## config.mk

```make
export PLATFORM = sky130hd
export DESIGN_NAME = reset_sequencer
export DESIGN_NICKNAME = d
export VERILOG_FILES = /design/src/rtl/reset_sequencer.sv
export SDC_FILE = /design/constraint.sdc
export NUM_CORES = 1
export LEC_CHECK = 0
export BUFFER_PORTS_ARGS = -buffer_cell sky130_fd_sc_hd__buf_2
export CORE_MARGIN = 2
export CORE_UTILIZATION = 45
export DETAILED_ROUTE_END_ITERATION = 10
export PLACE_DENSITY = 0.67
export SETUP_SLACK_MARGIN = 0.2
export SYNTH_ARGS = -nofsm -noshare
export SYNTH_HDL_FRONTEND = slang
export SYNTH_SLANG_ARGS = --single-unit
```

## constraint.sdc

```tcl
create_clock -name clk_sys -period 6.8 [get_ports clk_sys]
set_clock_uncertainty 0.1 [all_clocks]
set_input_delay 0.34 -clock clk_sys [delete_from_list [all_inputs] [get_ports clk_sys]]
set_output_delay 0.34 -clock clk_sys [all_outputs]
set_load 0.02 [all_outputs]
```

## src/rtl/reset_sequencer.sv

```systemverilog
// reset_sequencer: merges ext/download reset levels and settled cfg changes into one stretched sys_reset.
// Define RESET_CAUSE_EN to add the rst_cause output.
module reset_sequencer #(
  parameter int CFG_W   = 2,
  parameter int IDX_W   = 8,
  parameter int DL_IDX  = 1,
  parameter int SETTLE  = 4,
  parameter int STRETCH = 15,
  parameter int CNT_W   = 8
) (
  input  logic             clk_sys,
  input  logic             reset_n,
  input  logic             ext_rst,
  input  logic             ioctl_download,
  input  logic [IDX_W-1:0] ioctl_index,
  input  logic [CFG_W-1:0] cfg,
  output logic [CFG_W-1:0] cfg_active,
  output logic             sys_reset,
  output logic             rst_done,
  output logic             busy
`ifdef RESET_CAUSE_EN
  ,
  output logic [1:0]       rst_cause
`endif
);
  typedef enum logic [1:0] {S_IDLE, S_SETTLE, S_HOLD} state_t;
  localparam logic [CNT_W-1:0] STR_LD = CNT_W'(STRETCH - 1);
  localparam logic [CNT_W-1:0] SET_LD = CNT_W'(SETTLE - 1);
  state_t state_q, state_d;
  logic [CNT_W-1:0] cnt_q, cnt_d;
  logic [CFG_W-1:0] cand_q, cand_d, act_q, act_d;
  logic sys_q, done_q, lvl;
  assign lvl = ext_rst | (ioctl_download & (ioctl_index == IDX_W'(DL_IDX)));
  always_comb begin
    state_d = state_q;
    cnt_d   = cnt_q;
    cand_d  = cand_q;
    act_d   = act_q;
    if (lvl) begin
      state_d = S_HOLD;
      cnt_d   = STR_LD;
    end else begin
      case (state_q)
        S_IDLE: if (cfg != act_q) begin
          state_d = S_SETTLE;
          cand_d  = cfg;
          cnt_d   = SET_LD;
        end
        S_SETTLE: if (cfg != cand_q) begin
          cand_d = cfg;
          cnt_d  = SET_LD;
        end else if (cnt_q == '0) begin
          act_d   = cand_q;
          state_d = S_HOLD;
          cnt_d   = STR_LD;
        end else cnt_d = cnt_q - CNT_W'(1);
        S_HOLD: if (cnt_q == '0) state_d = S_IDLE;
          else cnt_d = cnt_q - CNT_W'(1);
        default: begin
          state_d = S_HOLD;
          cnt_d   = STR_LD;
        end
      endcase
    end
  end
`ifdef RESET_CAUSE_EN
  logic [1:0] cause_q, cause_d;
  // cfg accept is the only non-level way into HOLD
  assign cause_d = lvl ? (ext_rst ? 2'b01 : 2'b10) :
                   (state_q == S_SETTLE && state_d == S_HOLD) ? 2'b11 : cause_q;
  assign rst_cause = cause_q;
`endif
  always_ff @(posedge clk_sys or negedge reset_n) begin
    if (!reset_n) begin
      state_q <= S_HOLD;
      cnt_q   <= STR_LD;
      cand_q  <= '0;
      act_q   <= '0;
      sys_q   <= 1'b1;
      done_q  <= 1'b0;
`ifdef RESET_CAUSE_EN
      cause_q <= 2'b00;
`endif
    end else begin
      state_q <= state_d;
      cnt_q   <= cnt_d;
      cand_q  <= cand_d;
      act_q   <= act_d;
      sys_q   <= state_d == S_HOLD;
      done_q  <= state_q == S_HOLD && state_d == S_IDLE;
`ifdef RESET_CAUSE_EN
      cause_q <= cause_d;
`endif
    end
  end
  assign cfg_active = act_q;
  assign sys_reset  = sys_q;
  assign rst_done   = done_q;
  assign busy       = state_q != S_IDLE;
endmodule
```

Yosys cells after proc, flatten, opt, wreduce, memory -nomap -nowiden
Index checks and enable logic that the tools add are counted.
- output and inout bits: 5
- logic and storage cells: 45
- bits in registers: 16
- input bits: 14
- multiplexer cells: 15
- add/subtract/negate cells: 1
- reductions and logical operators: 9
- equality and inequality tests: 10
- bitwise operators: 4
- operator list (kind ; number):
    2-to-1 mux 8 bit ; 5
    one-hot mux 8 bit (3 select lines) ; 1
    2-to-1 mux 2 bit ; 7
    == test 8 x 1 -> 1 bit, second input constant ; 1
    logical NOT 8 bit ; 1
    AND reduction 4 bit ; 2
    subtractor 8 x 1 -> 8 bit, second input constant ; 1
    != test 3 bit, second input constant ; 2
    one-hot mux 2 bit (3 select lines) ; 1
    == test 2 bit, second input constant ; 2
    logical NOT 2 bit ; 2
    != test 2 bit ; 2
    != test 2 bit, second input constant ; 2
    one-hot mux 2 bit (2 select lines) ; 1
    nonzero test 2 bit ; 2
    == test 2 x 1 -> 1 bit, second input constant ; 1
    NOT 1 bit ; 2
    AND reduction 2 bit ; 1
    bitwise AND 1 bit ; 1
    logical AND 1 bit ; 1
    OR 1 bit ; 1

Logic depth before layout (Yosys ltp)
Gate-level depths: netlist of run 1.
- depth after elaboration: 7
- gate-level depth with buffers: 8
- gate-level depth less buffers: 7

Worst setup path before layout of run 1
No wires, ideal clock.
- path type: register to register
- start: register cnt_q[0]
- end: register cnt_q[5]
- path slack: 4.601 ns
- setup time: 0.139 ns
- data arrival time: 1.960 ns
- cell stages (with the launch flop): 9
- path buffers: 1
- required time: 6.561 ns
- clock period less this slack: 2.199 ns
- cells stage by stage: dfrtp_1 -> inv_1 -> ha_1 -> or3b_1 -> clkbuf_2 -> or3_4 -> a211oi_4 -> or3_1 -> a21oi_1
- longest elaborated chain between the ends: 5
- elaborated cells between the ends (all ways): 9
- classes of those cells: 1 x add/sub; 1 x eq/ne; 5 x mux; 2 x reduce/logical
- RTL lines (what ; line ; text):
    start, declared ; 30 ; logic [CNT_W-1:0] cnt_q, cnt_d;
    start signal, assigned ; 86 ; cnt_q <= cnt_d;
    subtractor 8 x 1 -> 8 bit or logical NOT 8 bit (tied branches) ; -- ;
    2-to-1 mux 8 bit ; 52 ; end else if (cnt_q == '0) begin
    2-to-1 mux 8 bit ; 49 ; S_SETTLE: if (cfg != cand_q) begin
    one-hot mux 8 bit (3 select lines) ; 43 ; case (state_q)
    2-to-1 mux 8 bit ; 39 ; if (lvl) begin
Parallel ways exist; a longest one is shown, timed or not. The select of a mux whose other input is x is not followed.
A chain may end at the register's enable or synchronous reset.

Worst setup path in the final report of run 1
- start: register cnt_q[1]
- end: register cnt_q[2]
Same word-level chain as after synthesis.

==> results of run 1 <==
## flip-flops by register name, summed over array words and instances (netlist names)
register	flops
sys_reset	1
rst_done	1
cand_q	2
cfg_active	2
cnt_q	8
state_q	2
## final timing paths
check / from / end / slack, ps
setup / recovery: cnt_q[1] / cnt_q[2] / 4390
hold / removal: ext_rst / sys_reset / 230
hold reg to reg: cnt_q[1] / cnt_q[1] / 430
max in group asynchronous: reset_n / sys_reset / 5920
min in group asynchronous: reset_n / cnt_q[4] / 380
setup reg to reg: cnt_q[1] / cnt_q[2] / 4390
## cell usage after synthesis (2+ instances only)
| library cell | number |
|---|---|
| nor3_1 | 4 |
| o21ai_0 | 4 |
| nand3_1 | 2 |
| or3_1 | 4 |
| dfrtp_1 | 11 |
| o21ai_1 | 4 |
| a21oi_1 | 9 |
| mux2_2 | 4 |
| or4_4 | 2 |
| nor2_1 | 9 |
| dfstp_2 | 5 |
| xnor2_1 | 2 |
| nand2_1 | 3 |
| inv_1 | 5 |
| xor2_1 | 2 |
| nand2b_1 | 4 |
## routing by layer
layer	part of all wire (%)	GRT usage (%)
met2	49	27.6
met4	2.1	8.33
met5	0	0
met1	45	22.9
met3	3.7	3.64
## cell type report
class	instances	area [sq um]	area share, %
repair buffers	19	100	8.95
inverters	5	18.8	1.68
multi-input cells	76	523	46.8
well taps	27	33.8	3.02
clock buffers	4	36.3	3.24
flip-flops and latches	16	407	36.4
## through the flow
step / power, mW / cells / utilization [%] / area, sq um
after floorplan: 0.118 / 99 / - / 957
after global placement: 0.127 / 142 / 54.1 / 1070
after detailed placement: 0.127 / 142 / 54.1 / 1070
after CTS: 0.192 / 147 / 56.4 / 1120
after global routing: 0.198 / 147 / 56.4 / 1120
final: 0.190 / 147 / 56.4 / 1120
## power by group through the flow
stage | clock network, mW | registers [mW] | logic (mW)
global placement | 0 | 0.104 | 0.0223
finish | 0.0637 | 0.103 | 0.0233
global route | 0.0691 | 0.103 | 0.0262
floorplan | 0 | 0.104 | 0.0138
CTS | 0.0660 | 0.103 | 0.0234
detailed placement | 0 | 0.104 | 0.0228
## worst max-delay path, delay by kind of cell (launching register included)
kind	cells	cell delay [ps]
AO/OA/AOI/OAI	4	1160
flip-flops	1	550
AND/OR/NAND/NOR	1	300
adder cells (fa/ha/maj)	1	200
buffers and inverters	1	40
## cells by family after synthesis
kind of cell	share of synthesized area [%]
AO/OA/AOI/OAI	22.4
XOR/XNOR	3.66
adder cells (fa/ha/maj)	1.31
buffers and inverters	2.88
flip-flops	42.5
multiplexers	4.71
AND/OR/NAND/NOR	22.6
==> flow_summary_export.csv, run 1 <==
group,metric,value,unit
run_status,status,"complete, no violations",
route,vias_per_cell,5.53,
timing,final.setup.tns,0,ps
floorplanning,core,1980,sq um
timing,worst_slew_pin_slew,732,ps
route,drt-total-wl,1960,um
timing,period_needed,2410,ps
setup_path,ff2ff_path_depth,7,
setup_path,critPathArrivalTime,2540,ps
setup_path,slowest_delay,700,ps
setup_path,crit_chain,"inv_1 > ha_1 > or3b_1 > o41ai_1 > a2111oi_0 > o31ai_1 > o21a_1",
grt,antenna_found_initial,0,
clock_network,cts.path.max_buffers,2,
pwr,p_leak,0.496,nW
floorplanning,die_w,50.1,um
synthesis,syn_nets,114,
cells_and_area,n_antenna_cell,0,
clock_network,htreeDepth,1,
placed_design,place_congestion,0.844,
synthesis,synth.top_cell.area_share,28.8,%
job,drv_cap,0,
synthesis,synth_area_leaders,"dfrtp_1 (29%), dfstp_2 (14%), a21oi_1 (4.7%)",
min_path,min_path_type,"in -> reg",
route,drtAntennaViolNets,0,
synthesis,seq_area_frac_synth,42.5,%
placed_design,pre_cts_ws,4330,ps
cells_and_area,fin_nets,136,
clock_network,cts-hold-fix-buffers,1,
floorplanning,die_h,50.1,um
synthesis,ys_types,41,
floorplanning,start_util,48.3,%
grt,grt_first_pass_wirelength,3350,um
pwr,net-switching-power,0.0466,mW
synthesis,yosys_most_used_dff,"dfrtp_1",
pwr,p_seq_share,54.1,%
synthesis,ys_warn_count,0,
setup_path,crit_fanout,8,
cells_and_area,drive_gt1_share,31.7,%
timing,timing.hold.ws,228,ps
route,drtIter0Drc,15,
grt,grt_max_degree,17,
placed_design,numPortBuffers,18,
grt,track_usage,17.6,%
clock_network,cts-root-buf,"clkbuf_4",
clock_network,clkTransAtPathRegs,100,ps
timing,slew_viol_final,0,
timing,relSlewSlack,50.0,%
clock_network,cts_made_buffers,3,
placed_design,hpwl,1510,um
synthesis,synth_area_per_cell,9.67,sq um
setup_path,required,6940,ps
setup_path,cp-start-kind,"flip-flop",
grt,first_global_vias,757,
pwr,powerDensity,169,nW/um^2
min_path,whs_path_depth,3,
cells_and_area,layout_commonest_cell,"buf_2",
cells_and_area,syn_to_final_growth,16.9,%
route,post-route-drc-count,0,
timing,setup_violations,0,
clock_network,tritoncts,"built",
setup_path,critical_path_class,"reg -> reg",
cells_and_area,n_fill_cell,181,
clock_network,clock_latency,290,ps
pwr,combinationalPowerShare,12.3,%
route,wl_per_cell,13.4,um
setup_path,cpMaxStageDelayCell,"a2111oi_0",
synthesis,syn_area,957,sq um
pwr,clkPwrFrac,33.6,%
timing,setup_ws,4390,ps
grt,overflow,0,
setup_path,critPathCaptureType,"flip-flop",
route,vias,813,
clock_network,cts.sinks,16,
synthesis,synth_edf_count,0,
route,first_pass_iters,4,
synthesis,postSynthRegisterBits,16,
timing,hold_viol,0,
floorplanning,rows,16,
floorplanning,fp.dieArea,2510,sq um
clock_network,cts_setup_buffers,0,
synthesis,synth_area_leader_cell,"dfrtp_1",
synthesis,synthArstFlopShare,100,%
floorplanning,design.portCount,19,
timing,period_share,35.4,%
pwr,p_int,0.143,mW
pwr,p_sw_share,24.6,%
pwr,ir_worst_vdd,0.126,mV
synthesis,netlist_instances,99,
timing,rsz0062_at_grt,"no",
clock_network,cts_resized,0,
timing,max_freq,0.416,GHz
cells_and_area,final_cell_mix,"buf_2 (18), dfrtp_1 (11), nor2_1 (9), a21oi_1 (9)",
Power figures use the tool's default switching activity.
==> run 2: changes to the inputs <==
ABC_AREA = 1   (was not set)
clock period = 2.3 ns   (was 6.8 ns; I/O delays follow)
==> flow_summary_export.csv, run 2 <==
group,metric,value,unit
run_status,status,"complete, no violations",
synthesis,synth.top_cell.area_share,26.1,%
placed_design,placed_area,1170,sq um
cells_and_area,n_antenna_cell,0,
setup_path,critical_path_class,"reg -> reg",
route,wl_per_cell,10.3,um
synthesis,synthArstFlopShare,100,%
synthesis,ys_warn_count,0,
synthesis,syn_nets,161,
clock_network,cts_made_buffers,3,
pwr,combinationalPowerShare,16.0,%
cells_and_area,finalInstanceArea,1210,sq um
timing,worst_slew_pin_slew,375,ps
placed_design,numPortBuffers,18,
synthesis,yosysMostFrequentCell,"nand2_1",
pwr,p_seq_share,55.4,%
setup_path,required,2390,ps
synthesis,synth_area_leader_cell,"dfrtp_1",
clock_network,htreeDepth,1,
floorplanning,rows,17,
setup_path,critPathCaptureType,"flip-flop",
job,drv_cap,0,
route,post-route-drc-count,0,
grt,first_global_vias,904,
clock_network,cts_setup_buffers,0,
timing,setup_violations,0,
min_path,hold_start,"cfg[1]",
floorplanning,design.portCount,19,
route,vias,973,
synthesis,synth_area_per_cell,7.22,sq um
setup_path,crit_chain,"inv_1 > ha_1 > nand2_4 > nor2_8 > nand2_2 > nand2_2 > nand2_4 > inv_1 > nor2_1 > nand2_1 > nand2_1",
synthesis,postSynthRegisterBits,16,
grt,overflow,0,
grt,grt_first_pass_wirelength,3710,um
setup_path,reg2reg_from,"cnt_q[0]",
setup_path,critPathArrivalTime,1850,ps
clock_network,cts-hold-fix-buffers,2,
cells_and_area,fin_nets,185,
synthesis,syn_area,1050,sq um
clock_network,cts-root-buf,"clkbuf_4",
pwr,p_leak,0.651,nW
synthesis,seq_area_frac_synth,38.6,%
floorplanning,core,2210,sq um
pwr,ir_worst_vdd,0.333,mV
cells_and_area,layoutNonFillerInstCount,197,
setup_path,cpMaxStageDelayCell,"dfrtp_1",
timing,hold_viol,0,
synthesis,ys_types,26,
floorplanning,die_w,52.4,um
synthesis,synth_area_leaders,"dfrtp_1 (26%), nand2_1 (17%), dfstp_2 (12%)",
route,drtAntennaViolNets,0,
route,vias_per_cell,4.94,
placed_design,pre_cts_ws,562,ps
min_path,min_path_type,"in -> reg",
pwr,clkPwrFrac,28.7,%
route,first_pass_iters,4,
cells_and_area,largest_register_ffs,8,
floorplanning,start_util,47.7,%
timing,setup_ws,541,ps
timing,period_share,76.5,%
timing,period_needed,1760,ps
setup_path,slowest_delay,410,ps
clock_network,cts.path.max_buffers,2,
clock_network,cts.sinks,16,
cells_and_area,syn_to_final_growth,15.2,%
route,drt-total-wl,2020,um
grt,track_usage,18.3,%
cells_and_area,drive_gt1_share,22.5,%
timing,rsz0062_at_grt,"no",
setup_path,cp-start-kind,"flip-flop",
clock_network,clkTransAtPathRegs,100,ps
setup_path,crit_path_start,"cnt_q[0]",
timing,final.setup.tns,0,ps
pwr,powerDensity,462,nW/um^2
placed_design,hpwl,1640,um
cells_and_area,final_cell_mix,"nand2_1 (48), buf_2 (18), nor2_1 (17)",
pwr,p_sw_share,28.1,%
floorplanning,die_h,52.4,um
cells_and_area,top_register,"cnt_q",
pwr,p_int,0.403,mW
synthesis,netlist_instances,146,
pwr,net-switching-power,0.158,mW
setup_path,rrSetupSlack,540,ps
grt,antenna_found_initial,0,
timing,slew_viol_final,0,
setup_path,crit_fanout,13,
cells_and_area,layout_commonest_cell,"nand2_1",
synthesis,synth_edf_count,0,
grt,grt_max_degree,17,
placed_design,place_congestion,0.867,
clock_network,cts_resized,0,
clock_network,tritoncts,"built",
route,drtIter0Drc,22,
synthesis,yosys_most_used_dff,"dfrtp_1",
synthesis,synth_commonest_cells,"nand2_1 (48), nor2_1 (17), inv_1 (15)",
placed_design,dp_cells,191,
timing,relSlewSlack,74.8,%
clock_network,clock_latency,290,ps
floorplanning,fp.dieArea,2750,sq um
timing,max_freq,0.569,GHz
-- run 2: cell types whose count changed in the layout (fill, tap and decap cells not counted), moves of 3 or more --
cell      change
a21oi_1       -6
nand2_1      +45
nand3_1      +12
nand2b_1      -4
or3_1         -4
nor2_1        +8
mux2_2        -4
nor2_4        +3
inv_1        +10
-- run 2: final cells by class --
cell class | count | area [sq um]
inverters | 16 | 60.1
multi-input cells | 113 | 577
well taps | 28 | 35.0
fillers | 218 | 997
flip-flops and latches | 16 | 407
repair buffers | 20 | 110
clock buffers | 4 | 26.3
-- run 2: stage by stage --
stage                     hold slack (ps)  power (mW)  utilization, %
after floorplan                      -281       0.371               -
after global placement              -49.2       0.401            52.8
after detailed placement            -42.0       0.404            52.8
after CTS                            16.1       0.568            54.9
after global routing                 60.6       0.592            54.9
final                                18.7       0.561            54.9
-- run 2: worst max-delay path: cells and delay by family (launching register included) --
kind          cells  cell delay [ps]
fa+ha+maj         1              250
buf+inv           2              230
flops             1              410
simple gates      8              650
-- run 2: kinds of logic (layout without fill, tap and decap cells) --
| family | after synthesis | count (layout) | share of synthesized area, % |
|---|---|---|---|
| and+or+nand+nor | 96 | 96 | 43.7 |
| AOI/OAI and AO/OA | 11 | 11 | 5.69 |
| xor gates and xnor gates | 5 | 5 | 4.15 |
| adders and majority gates | 1 | 1 | 1.19 |
| DFF | 16 | 16 | 38.6 |
| buffers and inverters | 17 | 40 | 6.76 |
-- run 2: layer usage --
| layer | vias up | global-route usage [%] | wire length, um |
|---|---|---|---|
| met3 | 5 | 2.57 | 68 |
| met2 | 19 | 29.4 | 884 |
| li1 | 506 | - | - |
| met4 | 0 | 7.69 | 34 |
| met1 | 443 | 24.6 | 1040 |
| met5 | - | 0 | 0 |
-- run 2: final timing paths --
path | end | cells after the start
max | cnt_q[7] | 11
min | cand_q[1] | 3
max reg2reg | cnt_q[7] | 11
min reg2reg | cand_q[1] | 2
max in group asynchronous | cnt_q[1] | 2
min in group asynchronous | cfg_active[1] | 2
-- run 2: power groups by stage --
stage / sequential [mW] / clock (mW) / combinational (mW)
global placement: 0.316 / 0 / 0.0853
finish: 0.311 / 0.161 / 0.0897
global route: 0.312 / 0.175 / 0.105
floorplan: 0.314 / 0 / 0.0567
detailed placement: 0.316 / 0 / 0.0876
CTS: 0.311 / 0.166 / 0.0908
